**config.mk**
```make
export PLATFORM = sky130hd
export DESIGN_NAME = prime_scan_ctrl
export DESIGN_NICKNAME = d
export VERILOG_FILES = /design/src/rtl/prime_scan_ctrl.sv
export SDC_FILE = /design/constraint.sdc
export NUM_CORES = 1
export LEC_CHECK = 0
export ABC_AREA = 1
export CAP_MARGIN = 25
export CELL_PAD_IN_SITES_DETAIL_PLACEMENT = 0
export CELL_PAD_IN_SITES_GLOBAL_PLACEMENT = 1
export CORE_MARGIN = 1.5
export CORE_UTILIZATION = 35
export DETAILED_ROUTE_END_ITERATION = 10
export PLACE_DENSITY = 0.78
export RECOVER_POWER = 25
export SYNTH_ARGS = -nofsm -noshare
export SYNTH_HDL_FRONTEND = slang
export SYNTH_SLANG_ARGS = --single-unit
```
**constraint.sdc**
```tcl
create_clock -name clk -period 1.5 [get_ports clk]
set_clock_uncertainty 0.1 [all_clocks]
set_input_delay 0.225 -clock clk [delete_from_list [all_inputs] [get_ports clk]]
set_output_delay 0.225 -clock clk [all_outputs]
set_load 0.005 [all_outputs]
```
**src/rtl/prime_scan_ctrl.sv**
```systemverilog
// prime_scan_ctrl: sweeps detector codes 0..15 for DWELL cycles each, collecting a result mask and hit count.
// Define PRIME_SCAN_DEBOUNCE_EN to synchronize and debounce a raw push-button start.
module prime_scan_ctrl #(
  parameter int DWELL = 1,
  parameter int DB_CYCLES = 4
) (
  input  logic        clk,
  input  logic        rst_n,
  input  logic        start,
  input  logic        f_in,
  output logic [3:0]  sel,
  output logic        det_en,
  output logic        busy,
  output logic        done,
  output logic [15:0] mask,
  output logic [4:0]  count
);
  typedef enum logic [1:0] {IDLE, DRIVE, DONE} state_t;
  state_t state, state_n;
  logic [7:0] dw;
  logic req, smp, last;
  if (DWELL < 1 || DWELL > 255 || DB_CYCLES < 1 || DB_CYCLES > 255) begin : g_bad_param
    $error("prime_scan_ctrl: DWELL and DB_CYCLES must be in 1..255");
  end
`ifdef PRIME_SCAN_DEBOUNCE_EN
  logic s1, s2, db, flip;
  logic [7:0] db_cnt;
  // The request fires on the same edge the debounced level rises.
  assign flip = (s2 != db) && db_cnt == 8'(DB_CYCLES - 1);
  assign req = flip && s2;
  always_ff @(posedge clk or negedge rst_n)
    if (!rst_n) begin
      s1 <= 1'b0;
      s2 <= 1'b0;
      db <= 1'b0;
      db_cnt <= '0;
    end else begin
      s1 <= start;
      s2 <= s1;
      db <= flip ? s2 : db;
      db_cnt <= (s2 == db || flip) ? '0 : db_cnt + 1'b1;
    end
`else
  assign req = start;
`endif
  assign smp = dw == 8'(DWELL - 1);
  assign last = smp && sel == 4'hF;
  always_comb begin
    state_n = state == DRIVE ? (last ? DONE : DRIVE) : (req ? DRIVE : state);
    busy = state == DRIVE;
    det_en = state == DRIVE;
    done = state == DONE;
  end
  always_ff @(posedge clk or negedge rst_n)
    if (!rst_n) state <= IDLE;
    else state <= state_n;
  always_ff @(posedge clk or negedge rst_n)
    if (!rst_n) begin
      sel <= '0;
      dw <= '0;
      mask <= '0;
      count <= '0;
    end else if (state != DRIVE && req) begin
      sel <= '0;
      dw <= '0;
      mask <= '0;
      count <= '0;
    end else if (state == DRIVE) begin
      dw <= smp ? '0 : dw + 1'b1;
      if (smp) begin
        mask[sel] <= f_in;
        count <= count + 5'(f_in);
        sel <= last ? sel : sel + 1'b1;
      end
    end
endmodule

```
# --- Word-level counts from Yosys, hierarchy flattened ---
# Cells that the tools add are included.
totals:
  ff_bits: 35
  input_bits: 4
  output_inout_bits: 28
  wordCells: 43
classes:
  addsub: 3
  n_lt_le_gt_ge: 2
  eq_ne: 5
  n_mux: 19
  n_reduce_logical: 9
ops:
  columns: ["operator", "count"]
  rows:
  - ["$mux W16", 3]
  - ["$mux W8", 3]
  - ["$bwmux W16", 1]
  - ["$mux W4", 4]
  - ["$mux W5", 3]
  - ["$add A8 B1 Y8 const B", 1]
  - ["$logic_not A8 Y1", 1]
  - ["$mux W2", 3]
  - ["$reduce_bool A2 Y1", 3]
  - ["$add A5 B1 Y5", 1]
  - ["$lt A4 B5 Y1 const B", 1]
  - ["$add A4 B1 Y4 const B", 1]
  - ["$demux W1 S4", 1]
  - ["$eq A4 B4 Y1 const B", 1]
  - ["$ge A4 B1 Y1 const B", 1]
  - ["$ne A2 B1 Y1 const B", 2]
  - ["$logic_and A1 B1 Y1", 3]
  - ["$reduce_and A3 Y1", 1]
  - ["$eq A2 B1 Y1 const B", 1]
  - ["$eq A2 B2 Y1 const B", 1]
  - ["$reduce_and A2 Y1", 1]
  - ["$mux W1", 1]

# --- Depth between registers and ports, before layout ---
logic_depth:
  depth_word: 8
  depth_mapped: 11
  depth_no_buf: 10

# --- Worst setup path before layout ---
# No wires, ideal clock.
synth_timing:
  path_type: "register to register"
  from: "register dw[0]"
  to: "register mask[0]"
  setup_ps: 113
  t_arrival_ps: 1341
  slack_ps: -53
  stages_incl_launch_ff: 11
  n_path_buf: 1
  path_cell_list: "dfrtp_1 -> inv_1 -> ha_1 -> nand2_1 -> nor2_1 -> nand3_4 -> inv_2 -> buf_6 -> nand3_1 -> nand2_1 -> inv_1"
synth_between:
  elab_chain_cells: 3
synth_lines:
  columns: ["item", "line", "source"]
  rows:
  - ["start, declared", "20", "logic [7:0] dw;"]
  - ["start signal, assigned", "69", "dw <= smp ? '0 : dw + 1'b1;"]
  - ["$logic_not A8 Y1", "46", "assign smp = dw == 8'(DWELL - 1);"]
  - ["$reduce_bool A2 Y1 (no source line)", null, null]
  - ["$reduce_and A2 Y1 (no source line)", null, null]
  - ["end signal, assigned by index", "71", "mask[sel] <= f_in;"]
  - ["end, declared", "15", "output logic [15:0] mask,"]
# No other way between the ends.
# A chain may end at the register's enable or synchronous reset.

# --- Worst setup path after layout ---
layout_timing:
  from: "register dw[1]"
  to: "register mask[10]"
# Same word-level chain as after synthesis.

==> impl_metrics.py <==
metrics = {
    "global_route": {
        "track_usage_pct": 17.85,
        "grt_pass1_vias": 1974,
        "grt_pass1_wl_mm": 8.873,
        "grt_max_degree": 36,
        "antenna_found_initial": 0,
        "gr-total-overflow": 0,
    },
    "yosys": {
        "yosys_warnings": 0,
        "synthMuxAreaShare_pct": 0,
        "syn_nets": 306,
        "synth_edf_count": 0,
        "yosys.area_share.xor_xnor_pct": 2.501,
        "synthCells": 294,
        "ys_ff_latch": 35,
        "synth_compound_area_share_pct": 2.382,
        "synthAdderAreaFrac_pct": 4.765,
        "syn_area_per_cell_um2": 7.145,
        "synth_top_family_by_area": "simple AND/OR/NAND/NOR gates",
        "ys_types": 22,
        "syn_area_um2": 2101,
        "yosys_most_used_dff": "dfrtp_1",
        "yosysSeqAreaShare_pct": 41.69,
        "synth-simple-area-share_pct": 37.76,
        "synthArstFlopShare_pct": 100.0,
    },
    "worst_setup_path": {
        "slowest_stage": "dfrtp_1",
        "end_kind": "register",
        "cp-start-kind": "register",
        "crit_family": "simple AND/OR/NAND/NOR gates",
        "cp.arrival_ns": 1.68,
        "crit_path_cell_trace": "inv_2, ha_4, nand2_4, nor2_4, nand3_4, inv_6, clkbuf_16, nand3_2, nand2_1, inv_1",
        "r2r_cells": 10,
        "crit_buf_inv": 4,
        "rrSetupSlack_ns": -0.09,
        "critical_path_class": "register to register",
        "slowest_delay_ns": 0.39,
        "timing.rr.end": "mask[10]",
        "critPathMaxFanout": 7,
        "reg2reg_from": "dw[1]",
        "worstPathRequired_ns": 1.59,
    },
    "detailed_routing": {
        "via_per_inst": 4.654,
        "wl_per_cell_um": 12.17,
        "dr.pass1.iters": 4,
        "drt_iter0_markers": 138,
        "routed_wl_mm": 5.551,
        "drc_errors": 0,
        "vias": 2122,
        "ant_nets": 0,
    },
    "sta": {
        "hold_viol": 0,
        "rsz0062_at_grt": "yes",
        "drv_slew": 0,
        "holdWs_ns": 0.4650,
        "min_period_ns": 1.590,
        "worst_slew_pin_slew_ns": 0.8886,
        "max_slew_margin_pct": 40.76,
        "finalSetupViolCount": 25,
        "setup_ws_ns": -0.08951,
        "fin_crit_sh_pct": 106.0,
        "max_freq_mhz": 629.1,
    },
    "layout": {
        "final_layout_size_suffix_gt1_share_pct": 29.13,
        "areaGrowthSynthToFinish_pct": 53.54,
        "fin_nets": 392,
        "layout_common_cells": "nand2_1, buf_4, nand3_1, inv_1, dfrtp_1",
        "finalInstanceArea_um2": 3226,
        "antenna_cells": 0,
        "mostFrequentLayoutCell": "nand2_1",
    },
    "worst_hold_path": {
        "hold_path_class": "register to register",
        "hp-start": "count[0]",
        "hold_end": "count[0]",
        "hold-path-cell-count": 2,
    },
    "power_and_ir_drop": {
        "leakage_nw": 1.873,
        "power.density_nw_per_um2": 1753,
        "vdd_ir_drop_max_uv": 777.3,
    },
    "outcome": {
        "violations": "setup timing",
        "status": "finished with violations",
    },
    "clock_network": {
        "cts_made_buffers": 5,
        "clock_sinks": 35,
        "clock_latency_ns": 0.30,
        "cts_root_buf": "clkbuf_8",
        "path_clk_slew_ns": 0.08,
        "cts_buffer_depth": 2,
        "cts_max_level": 2,
        "cts_tree": "done",
    },
    "placed_design": {
        "numPortBuffers": 31,
        "pre_cts_ws_ns": -0.1906,
        "place.gp.congestion": 0.8511,
        "hpwl_mm": 3.634,
        "postPlaceCellArea_um2": 2749,
    },
    "floorplan": {
        "dieArea_um2": 6476,
        "die_h_um": 80.48,
        "rows": 28,
        "die_x_um": 80.48,
        "initial_core_util_pct": 35.91,
        "core_area_um2": 5851,
        "io_pins": 32,
    },
    "run": {
        "drv_cap": 0,
    },
}
[flip-flops by register name, summed over array words and instances, names as in the netlist]
name	flops
mask	16
count	5
state	2
sel	4
dw	8
[how the worst max path moves through the flow]
stage | from | to | slack, ns | depth (start not counted)
finish | dw[1] | mask[10] | -0.09 | 10
global route | dw[1] | mask[4] | -0.16 | 10
CTS | state[0] | mask[0] | -0.10 | 11
detailed placement | f_in | count[4] | -0.19 | 7
global placement | f_in | count[4] | -0.17 | 7
floorplan | dw[0] | mask[0] | 0.003 | 10
[metrics by stage]
step | setup TNS (ns) | utilization [%] | cells | power [mW]
floorplan | 0 | - | 294 | 2.992
CTS | -1.493 | 50.66 | 441 | 5.187
detailed placement | -2.272 | 46.98 | 421 | 4.266
global route | -3.749 | 55.13 | 456 | 6.184
global placement | -1.970 | 46.98 | 421 | 4.217
finish | -1.566 | 55.13 | 456 | 5.653
[Yosys cell counts (3+ instances only)]
| library cell | count | share of area (%) |
|---|---|---|
| buf_2 | 3 | 0.71 |
| buf_4 | 3 | 1.1 |
| dfrtp_1 | 35 | 42 |
| ha_1 | 8 | 4.8 |
| inv_1 | 40 | 7.1 |
| inv_2 | 4 | 0.71 |
| nand2_1 | 86 | 15 |
| nand3_1 | 56 | 13 |
| nor2_1 | 31 | 5.5 |
| o21ai_0 | 8 | 1.9 |
| xor2_1 | 6 | 2.5 |
[final cells by class]
type | instances | area, um2
Clock inverter | 1 | 5.005
Multi-Input combinational cell | 206 | 1155
Tap cell | 75 | 93.84
Fill cell | 591 | 2625
Inverter | 44 | 170.2
Timing Repair Buffer | 88 | 849.6
Clock buffer | 7 | 76.32
Sequential cell | 35 | 875.8
[layer usage]
layer	track usage [%]	up-vias	routed length [um]
met4	5.862	0	68
met5	0	-	0
li1	-	1091	-
met1	24.51	996	2667
met3	3.864	7	165
met2	27.73	28	2650
[worst min-delay path, stage by stage, from the launching register on]
cell and delay, ns:
dfrtp_1 0.38, nand3_1 0.09, nand2_1 0.06
[power breakdown]
part           internal (mW)  total [mW]  switching, mW
Combinational           1.78        3.53           1.75
Clock                  0.326       0.675          0.349
Sequential              1.28        1.45          0.169
Total                   3.39        5.65           2.26
[cell families (layout without fill, tap and decap cells)]
| logic type | after synthesis | count (layout) |
|---|---|---|
| DFF | 35 | 35 |
| buffers and inverters | 53 | 140 |
| adders and majority gates | 8 | 8 |
| AOI/OAI and AO/OA | 10 | 10 |
| and+or+nand+nor | 182 | 182 |
| xor gates and xnor gates | 6 | 6 |
[timing repair]
action,CTS,global route
hold buffers,0,0
resized for setup,20,58
endpoints found under the setup margin,39,56
buffers inserted,12,16
pin swaps,1,21
cloned,0,1
Power figures use the tool's default switching activity.
